File: src/rtl/cc_unit_if.sv
// cc_unit_if: bus/control/status bundle between the datapath, control FSM
// and the condition-code unit. Parameters must match the cc_unit instance.
interface cc_unit_if #(
  parameter int WIDTH       = 16,
  parameter int STACK_DEPTH = 4
);
  localparam int DW = $clog2(STACK_DEPTH + 1);

  // datapath / control inputs to the unit
  logic [WIDTH-1:0] bus;
  logic             ld_cc;
  logic             ld_psr;
  logic [2:0]       psr_cc;
  logic             cc_push;
  logic             cc_pop;
  logic [2:0]       ir_nzp;
  logic             ld_ben;

  // status outputs from the unit
  logic [2:0]       cc;
  logic             ben;
  logic [DW-1:0]    stack_depth;
  logic             stack_full;
  logic             stack_empty;
  logic             stack_err;

  // control path side: drives the enables, observes CC/BEN/stack state
  modport master (
    output bus, ld_cc, ld_psr, psr_cc, cc_push, cc_pop, ir_nzp, ld_ben,
    input  cc, ben, stack_depth, stack_full, stack_empty, stack_err
  );

  // condition-code unit side
  modport slave (
    input  bus, ld_cc, ld_psr, psr_cc, cc_push, cc_pop, ir_nzp, ld_ben,
    output cc, ben, stack_depth, stack_full, stack_empty, stack_err
  );
endinterface

File: src/rtl/cc_unit.sv
// cc_unit: LC-3 condition-code register with a LIFO of saved CCs for nested
// interrupt entry/RTI, plus the registered branch-enable bit.
// Optional feature macro: CC_STACK_ERR_EN -- when defined, stack_err is a
// sticky overflow/underflow flag cleared only by reset; otherwise tied low.
module cc_unit #(
  parameter int WIDTH       = 16,
  parameter int STACK_DEPTH = 4
) (
  input  logic       clk,
  input  logic       reset,
  cc_unit_if.slave   cif
);
  localparam int            DW        = $clog2(STACK_DEPTH + 1);
  localparam logic [DW-1:0] DEPTH_MAX = DW'(STACK_DEPTH);
  localparam logic [2:0]    CC_RST    = 3'b010;

  logic [2:0]    cc_q, cc_nxt;
  logic [2:0]    dec_cc;
  logic [2:0]    top_cc;
  logic          ben_q;
  logic [DW-1:0] depth_q, depth_nxt;
  logic [2:0]    stack_q [STACK_DEPTH];

  logic full, empty;
  logic push_only, pop_only;
  logic push_ok, pop_ok;

  assign full      = (depth_q == DEPTH_MAX);
  assign empty     = (depth_q == '0);
  // a simultaneous push and pop cancel out: no stack change, no error
  assign push_only = cif.cc_push & ~cif.cc_pop;
  assign pop_only  = cif.cc_pop  & ~cif.cc_push;
  assign push_ok   = push_only & ~full;
  assign pop_ok    = pop_only  & ~empty;

  // decode {N,Z,P} from the bus; exactly one bit set
  always_comb begin
    dec_cc[2] = cif.bus[WIDTH-1];
    dec_cc[1] = (cif.bus == '0);
    dec_cc[0] = ~dec_cc[2] & ~dec_cc[1];
  end

  // select stack top (entry[depth-1]); don't-care value when empty
  always_comb begin
    top_cc = '0;
    for (int i = 0; i < STACK_DEPTH; i++) begin
      if (depth_q == DW'(i + 1)) top_cc = stack_q[i];
    end
  end

  // CC next value: bus load beats PSR load beats pop restore beats hold;
  // a pop under ld_cc/ld_psr still retires its entry but the value is dropped
  always_comb begin
    cc_nxt = cc_q;
    if (cif.ld_cc)       cc_nxt = dec_cc;
    else if (cif.ld_psr) cc_nxt = cif.psr_cc;
    else if (pop_ok)     cc_nxt = top_cc;
  end

  // occupancy update; rejected push/pop leave depth alone
  always_comb begin
    depth_nxt = depth_q;
    if (push_ok)     depth_nxt = depth_q + DW'(1);
    else if (pop_ok) depth_nxt = depth_q - DW'(1);
  end

  // control registers: CC, BEN (sampled from pre-update CC) and depth
  always_ff @(posedge clk) begin
    if (reset) begin
      cc_q    <= CC_RST;
      ben_q   <= 1'b0;
      depth_q <= '0;
    end else begin
      cc_q    <= cc_nxt;
      depth_q <= depth_nxt;
      if (cif.ld_ben) ben_q <= |(cif.ir_nzp & cc_q);
    end
  end

  // stack storage: no reset on the entries, only depth tracks validity;
  // reset still blocks a push landing in the same cycle
  always_ff @(posedge clk) begin
    for (int i = 0; i < STACK_DEPTH; i++) begin
      if (!reset && push_ok && depth_q == DW'(i)) stack_q[i] <= cc_q;
    end
  end

`ifdef CC_STACK_ERR_EN
  logic err_q;
  logic overflow, underflow;

  assign overflow  = push_only & full;
  assign underflow = pop_only  & empty;

  // sticky error: any rejected push or pop, cleared only by reset
  always_ff @(posedge clk) begin
    if (reset)                     err_q <= 1'b0;
    else if (overflow | underflow) err_q <= 1'b1;
  end

  assign cif.stack_err = err_q;
`else
  assign cif.stack_err = 1'b0;
`endif

  assign cif.cc          = cc_q;
  assign cif.ben         = ben_q;
  assign cif.stack_depth = depth_q;
  assign cif.stack_full  = full;
  assign cif.stack_empty = empty;

endmodule

File: src/flat_wrapper.sv
// flat-port wrapper written by rule: the top's interface ports become plain ports
module cc_unit_flat 
#(
  parameter int WIDTH       = 16,
  parameter int STACK_DEPTH = 4
)
  (clk, reset, cif_bus, cif_ld_cc, cif_ld_psr, cif_psr_cc, cif_cc_push, cif_cc_pop, cif_ir_nzp, cif_ld_ben, cif_cc, cif_ben, cif_stack_depth, cif_stack_full, cif_stack_empty, cif_stack_err);
  cc_unit_if #(.WIDTH(WIDTH), .STACK_DEPTH(STACK_DEPTH)) cif_i ();
  input  logic clk;
  input  logic reset;
  input wire logic [$bits(cif_i.bus)-1:0] cif_bus;
  input wire logic [$bits(cif_i.ld_cc)-1:0] cif_ld_cc;
  input wire logic [$bits(cif_i.ld_psr)-1:0] cif_ld_psr;
  input wire logic [$bits(cif_i.psr_cc)-1:0] cif_psr_cc;
  input wire logic [$bits(cif_i.cc_push)-1:0] cif_cc_push;
  input wire logic [$bits(cif_i.cc_pop)-1:0] cif_cc_pop;
  input wire logic [$bits(cif_i.ir_nzp)-1:0] cif_ir_nzp;
  input wire logic [$bits(cif_i.ld_ben)-1:0] cif_ld_ben;
  output wire logic [$bits(cif_i.cc)-1:0] cif_cc;
  output wire logic [$bits(cif_i.ben)-1:0] cif_ben;
  output wire logic [$bits(cif_i.stack_depth)-1:0] cif_stack_depth;
  output wire logic [$bits(cif_i.stack_full)-1:0] cif_stack_full;
  output wire logic [$bits(cif_i.stack_empty)-1:0] cif_stack_empty;
  output wire logic [$bits(cif_i.stack_err)-1:0] cif_stack_err;
  assign cif_i.bus = cif_bus;
  assign cif_i.ld_cc = cif_ld_cc;
  assign cif_i.ld_psr = cif_ld_psr;
  assign cif_i.psr_cc = cif_psr_cc;
  assign cif_i.cc_push = cif_cc_push;
  assign cif_i.cc_pop = cif_cc_pop;
  assign cif_i.ir_nzp = cif_ir_nzp;
  assign cif_i.ld_ben = cif_ld_ben;
  assign cif_cc = cif_i.cc;
  assign cif_ben = cif_i.ben;
  assign cif_stack_depth = cif_i.stack_depth;
  assign cif_stack_full = cif_i.stack_full;
  assign cif_stack_empty = cif_i.stack_empty;
  assign cif_stack_err = cif_i.stack_err;
  cc_unit #(.WIDTH(WIDTH), .STACK_DEPTH(STACK_DEPTH)) u_core (.clk(clk), .reset(reset), .cif(cif_i));
endmodule
File: config.mk
export PLATFORM = sky130hd
export DESIGN_NAME = cc_unit_flat
export DESIGN_NICKNAME = d
export VERILOG_FILES = /design/src/rtl/cc_unit_if.sv /design/src/rtl/cc_unit.sv /design/src/flat_wrapper.sv
export SDC_FILE = /design/constraint.sdc
export NUM_CORES = 1
export LEC_CHECK = 0
export ABC_AREA = 0
export CAP_MARGIN = 20
export CORE_MARGIN = 2
export CORE_UTILIZATION = 47
export DETAILED_ROUTE_END_ITERATION = 10
export PLACE_DENSITY = 0.94
export SLEW_MARGIN = 30
export SYNTH_ARGS = -nofsm -noshare
export SYNTH_HDL_FRONTEND = slang
export SYNTH_SLANG_ARGS = --single-unit
File: constraint.sdc
create_clock -name clk -period 2.75 [get_ports clk]
set_clock_uncertainty 0.05 [all_clocks]
set_input_delay 0.55 -clock clk [delete_from_list [all_inputs] [get_ports clk]]
set_output_delay 0.55 -clock clk [all_outputs]
set_load 0.03 [all_outputs]
==> metrics.log <==
[metrics] number of flip-flops and latches in the synthesized netlist: 19
[metrics] fraction of power consumed by the clock network: between 10% and 20%
[metrics] H-tree Lvls: 1
[metrics] data required time at the worst endpoint: 2.15 ns
[metrics] internal power summed over all cells: ~0.0005 W
[metrics] Critical Path Fanout Max: 6
[metrics] vias in the first global route: 919
[metrics] maxcap violations: 0
[metrics] fraction of power spent switching nets: 33.9%
[metrics] top cell family by delay on the critical path: buffers and inverters
[metrics] classification of the worst setup path: reg2out
[metrics] Detailed Place HPWL: 2.18 mm
[metrics] Inst Count DP: 164
[metrics] pwr/cell area: 521 nW/µm²
[metrics] switching power total: approximately 0.00026 W
[metrics] row count: 17
[metrics] number of search-and-repair iterations in the first detailed-routing pass: 5
[metrics] shortest period the worst path allows: 2.57 ns
[metrics] I/O pin total: 39
[metrics] grt ovf: 0
[metrics] core utilization of the finished layout: 67.3%
[metrics] final worst-path cycle share: 93.6%
[metrics] Fin Hold WS: 0.471 ns
[metrics] maximum number of pins on one net before global-route repair: 15
[metrics] standard cell area after detailed placement: 1430 µm²
[metrics] Initial DRC Count: 50
[metrics] post-synthesis net count: roughly 140
[metrics] worst reg2reg startpoint: u_core.cif.stack_depth[2]
[metrics] worst relative slew slack: 57.5%
[metrics] cell accounting for the most synthesized area: edfxtp_1
[metrics] destination of the worst hold path: u_core.cif.ben
[metrics] die width: 51.3 µm
[metrics] synth top area cells: edfxtp_1, dfxtp_1, ha_1
[metrics] Finished Layout Cells: 168
[metrics] clock tree from TritonCTS: yes
[metrics] main flop type after synthesis: edfxtp_1
[metrics] worst reg2reg setup slack: about 0.5 ns
[metrics] worst min-delay path class: reg2reg
[metrics] worst hold path cell count: 2
[metrics] clock root buffer master: clkbuf_4
[metrics] cell-by-cell trace of the critical path: inv_1 -> ha_1 -> and2b_1 -> clkdlybuf4s50_1
[metrics] vias after detailed routing: 981
[metrics] IR Drop Worst-Case VDD: 0.407 mV
[metrics] clock insertion delay at the later pin of the skew report: approximately 0.31 ns
[metrics] wire length per cell after detailed routing: around 16 µm
[metrics] kind of end point of the critical path: primary output
[metrics] mean cell area of the mapped netlist: 10.2 µm²
[metrics] Critical Path Stages: 4
[metrics] combinational power share: 35.3%
[metrics] synthesis-to-layout area growth: 38.9%
[metrics] fraction of registers with async set or reset after synthesis: 0%
[metrics] depth of the worst register-to-register path: 6
[metrics] Yosys top cell area share: 34.3%
[metrics] endpoint arrival time on the critical path: 1.97 ns
[metrics] Antenna diodes: 0
[metrics] Worst-Margin Slew: 0.631 ns
[metrics] number of warning messages in the yosys log: 0
[metrics] global router's overall resource usage: 23.1%
[metrics] overall die height: 51.3 µm
[metrics] DRC Markers: 0
[metrics] clock sinks: 19
[metrics] cell with the most instances after synthesis: edfxtp_1
[metrics] synthesized cell area: roughly 1100 µm²
[metrics] wire length of the first global-routing pass: 4.39 mm
[metrics] CTS buffer count: 3
[metrics] register clock-pin slew on the reported worst setup and hold paths: around 0.10 ns
[metrics] number of pins exceeding their max-slew limit in the final report: 0
[metrics] standard cell core area: 2170 µm²
[metrics] initial antenna violation count: 0
[metrics] fraction of layout cells with a size suffix above 1: 4.29%
[metrics] reg2reg end: u_core.cif.cc[1]
[metrics] die outline area: ~2600 µm²
[metrics] number of input and output port buffers inserted: 37
[metrics] result of the run: finished clean
[metrics] DR vias/cell: 5.84
[metrics] Total Negative Setup Slacks: 0 ns
[metrics] register area share after synthesis: a little under half
[metrics] unique cell type count in the Yosys netlist: between 40 and 50
[metrics] type of origin of the critical path: flop
[metrics] post-detailed-route count of antenna-violating nets: 0
[metrics] final hold violation count: 0
[metrics] CP max-delay cell: clkdlybuf4s50_1
[metrics] wirelength, routed: 2.74 mm
[metrics] number of buffers and inverters on the critical path: 2
[metrics] startpoint of the tightest hold check path: u_core.cif.ben
[metrics] initial standard-cell utilization of the core: between 40 and 50%
[metrics] setup repair after global routing missed its margin: false
[metrics] setup violation total in the final timing report: 0
[metrics] final design instance area without fill: 1460 µm²
[metrics] Leak Pwr: 0.541 nW
[metrics] Mapped Cells: slightly above 100
[metrics] maximum buffer depth of the clock tree: 2
[metrics] Max Fclk: 389 MHz
[metrics] post-layout net count: 176
[metrics] maximum single-stage delay on the critical path: 0.68 ns
[metrics] number of flops mapped to enable cells by yosys: 12
[metrics] sequential power share: between 40% and 50%
[metrics] gpl congestion: 0.878
[metrics] number of buffers added for setup after CTS: 0
[metrics] list of most frequent post-synthesis cells: edfxtp_1, nand2_1, nor2_1
==> power groups by stage <==
| stage | logic [W] | clock network, W | registers, W |
|---|---|---|---|
| floorplan | 0.000135 | 0 | 0.000370 |
| finish | 0.000268 | 0.000146 | 0.000347 |
| global placement | 0.000255 | 0 | 0.000352 |
| global route | 0.000288 | 0.000163 | 0.000350 |
| CTS | 0.000266 | 0.000150 | 0.000347 |
| detailed placement | 0.000264 | 0 | 0.000354 |
==> worst max-delay path by stage <==
stage,slack (ns),end,startpoint
floorplan,0.66,u_core.cif.cc[1],u_core.cif.stack_depth[0]
global placement,0.50,cif_stack_full,u_core.cif.stack_depth[1]
finish,0.18,cif_stack_empty,u_core.cif.stack_depth[1]
detailed placement,0.42,cif_stack_full,u_core.cif.stack_depth[1]
CTS,0.07,cif_stack_full,u_core.cif.stack_depth[1]
global route,0.11,cif_stack_empty,u_core.cif.stack_depth[1]
==> cell families (layout without fill, tap and decap cells) <==
family	Yosys count	count (layout)	share of synthesized area [%]
buffers and inverters	11	48	5.00
muxes	1	1	0.952
adders and majority gates	6	6	7.14
other	1	1	0.357
and+or+nand+nor	38	38	19.2
xor gates and xnor gates	2	2	1.67
AOI/OAI and AO/OA	25	25	18.1
DFF	19	19	47.6
==> per-layer routing <==
metal	vias to the layer above	share of wire [%]	routed length, µm	GRT usage [%]
met5	-	0	0	0
met4	0	3.5	95	8.77
met3	13	8.9	245	3.51
met2	60	50	1360	42.0
met1	445	38	1040	27.4
li1	463	-	-	-
==> placed cells by master (no fill, tap or decap), types with 3 or more instances in the layout <==
cell / instances
inv_1: 6
clkdlybuf4s50_1: 36
nor4_1: 5
nand2_1: 9
clkbuf_4: 3
dfxtp_1: 7
ha_1: 6
nor2_1: 9
o21ai_1: 4
edfxtp_1: 12
==> worst register-to-register path: cells and delay by family (launching register included) <==
family	cells	cell delay, ns
AOI/OAI and AO/OA	3	0.67
adders and majority gates	1	0.32
buffers and inverters	1	0.14
DFF	1	0.63
and+or+nand+nor	1	0.39
==> sequential cells by signal, indices dropped and copies added, names as in the netlist <==
register	cells
u_core.cif.cc	3
u_core.cif.stack_depth	3
u_core.stack_q	12
u_core.cif.ben	1
==> repair_timing <==
action / 4_1_cts / 5_1_grt
hold buffers: 0 / 0
resized for setup: 0 / 1
endpoints found under the hold margin: 0 / 0
endpoints found under the setup margin: 0 / 1
==> per-stage QoR <==
| stage | setup slack, ns | power, W |
|---|---|---|
| final | 0.176 | 0.000761 |
| after global routing | 0.106 | 0.000801 |
| after CTS | 0.0719 | 0.000763 |
| after detailed placement | 0.419 | 0.000618 |
| after global placement | 0.503 | 0.000607 |
| after floorplan | 0.665 | 0.000505 |
==> final cells by class <==
type / instances / area, µm²
Multi-Input combinational cell: 73 / 498
Tap cell: 28 / 35.0
Inverter: 7 / 26.3
Sequential cell: 19 / 500
Timing Repair Buffer: 37 / 373
Clock inverter: 1 / 5.00
Clock buffer: 3 / 22.5
Fill cell: 182 / 709
(Power assumes the default switching activity.)
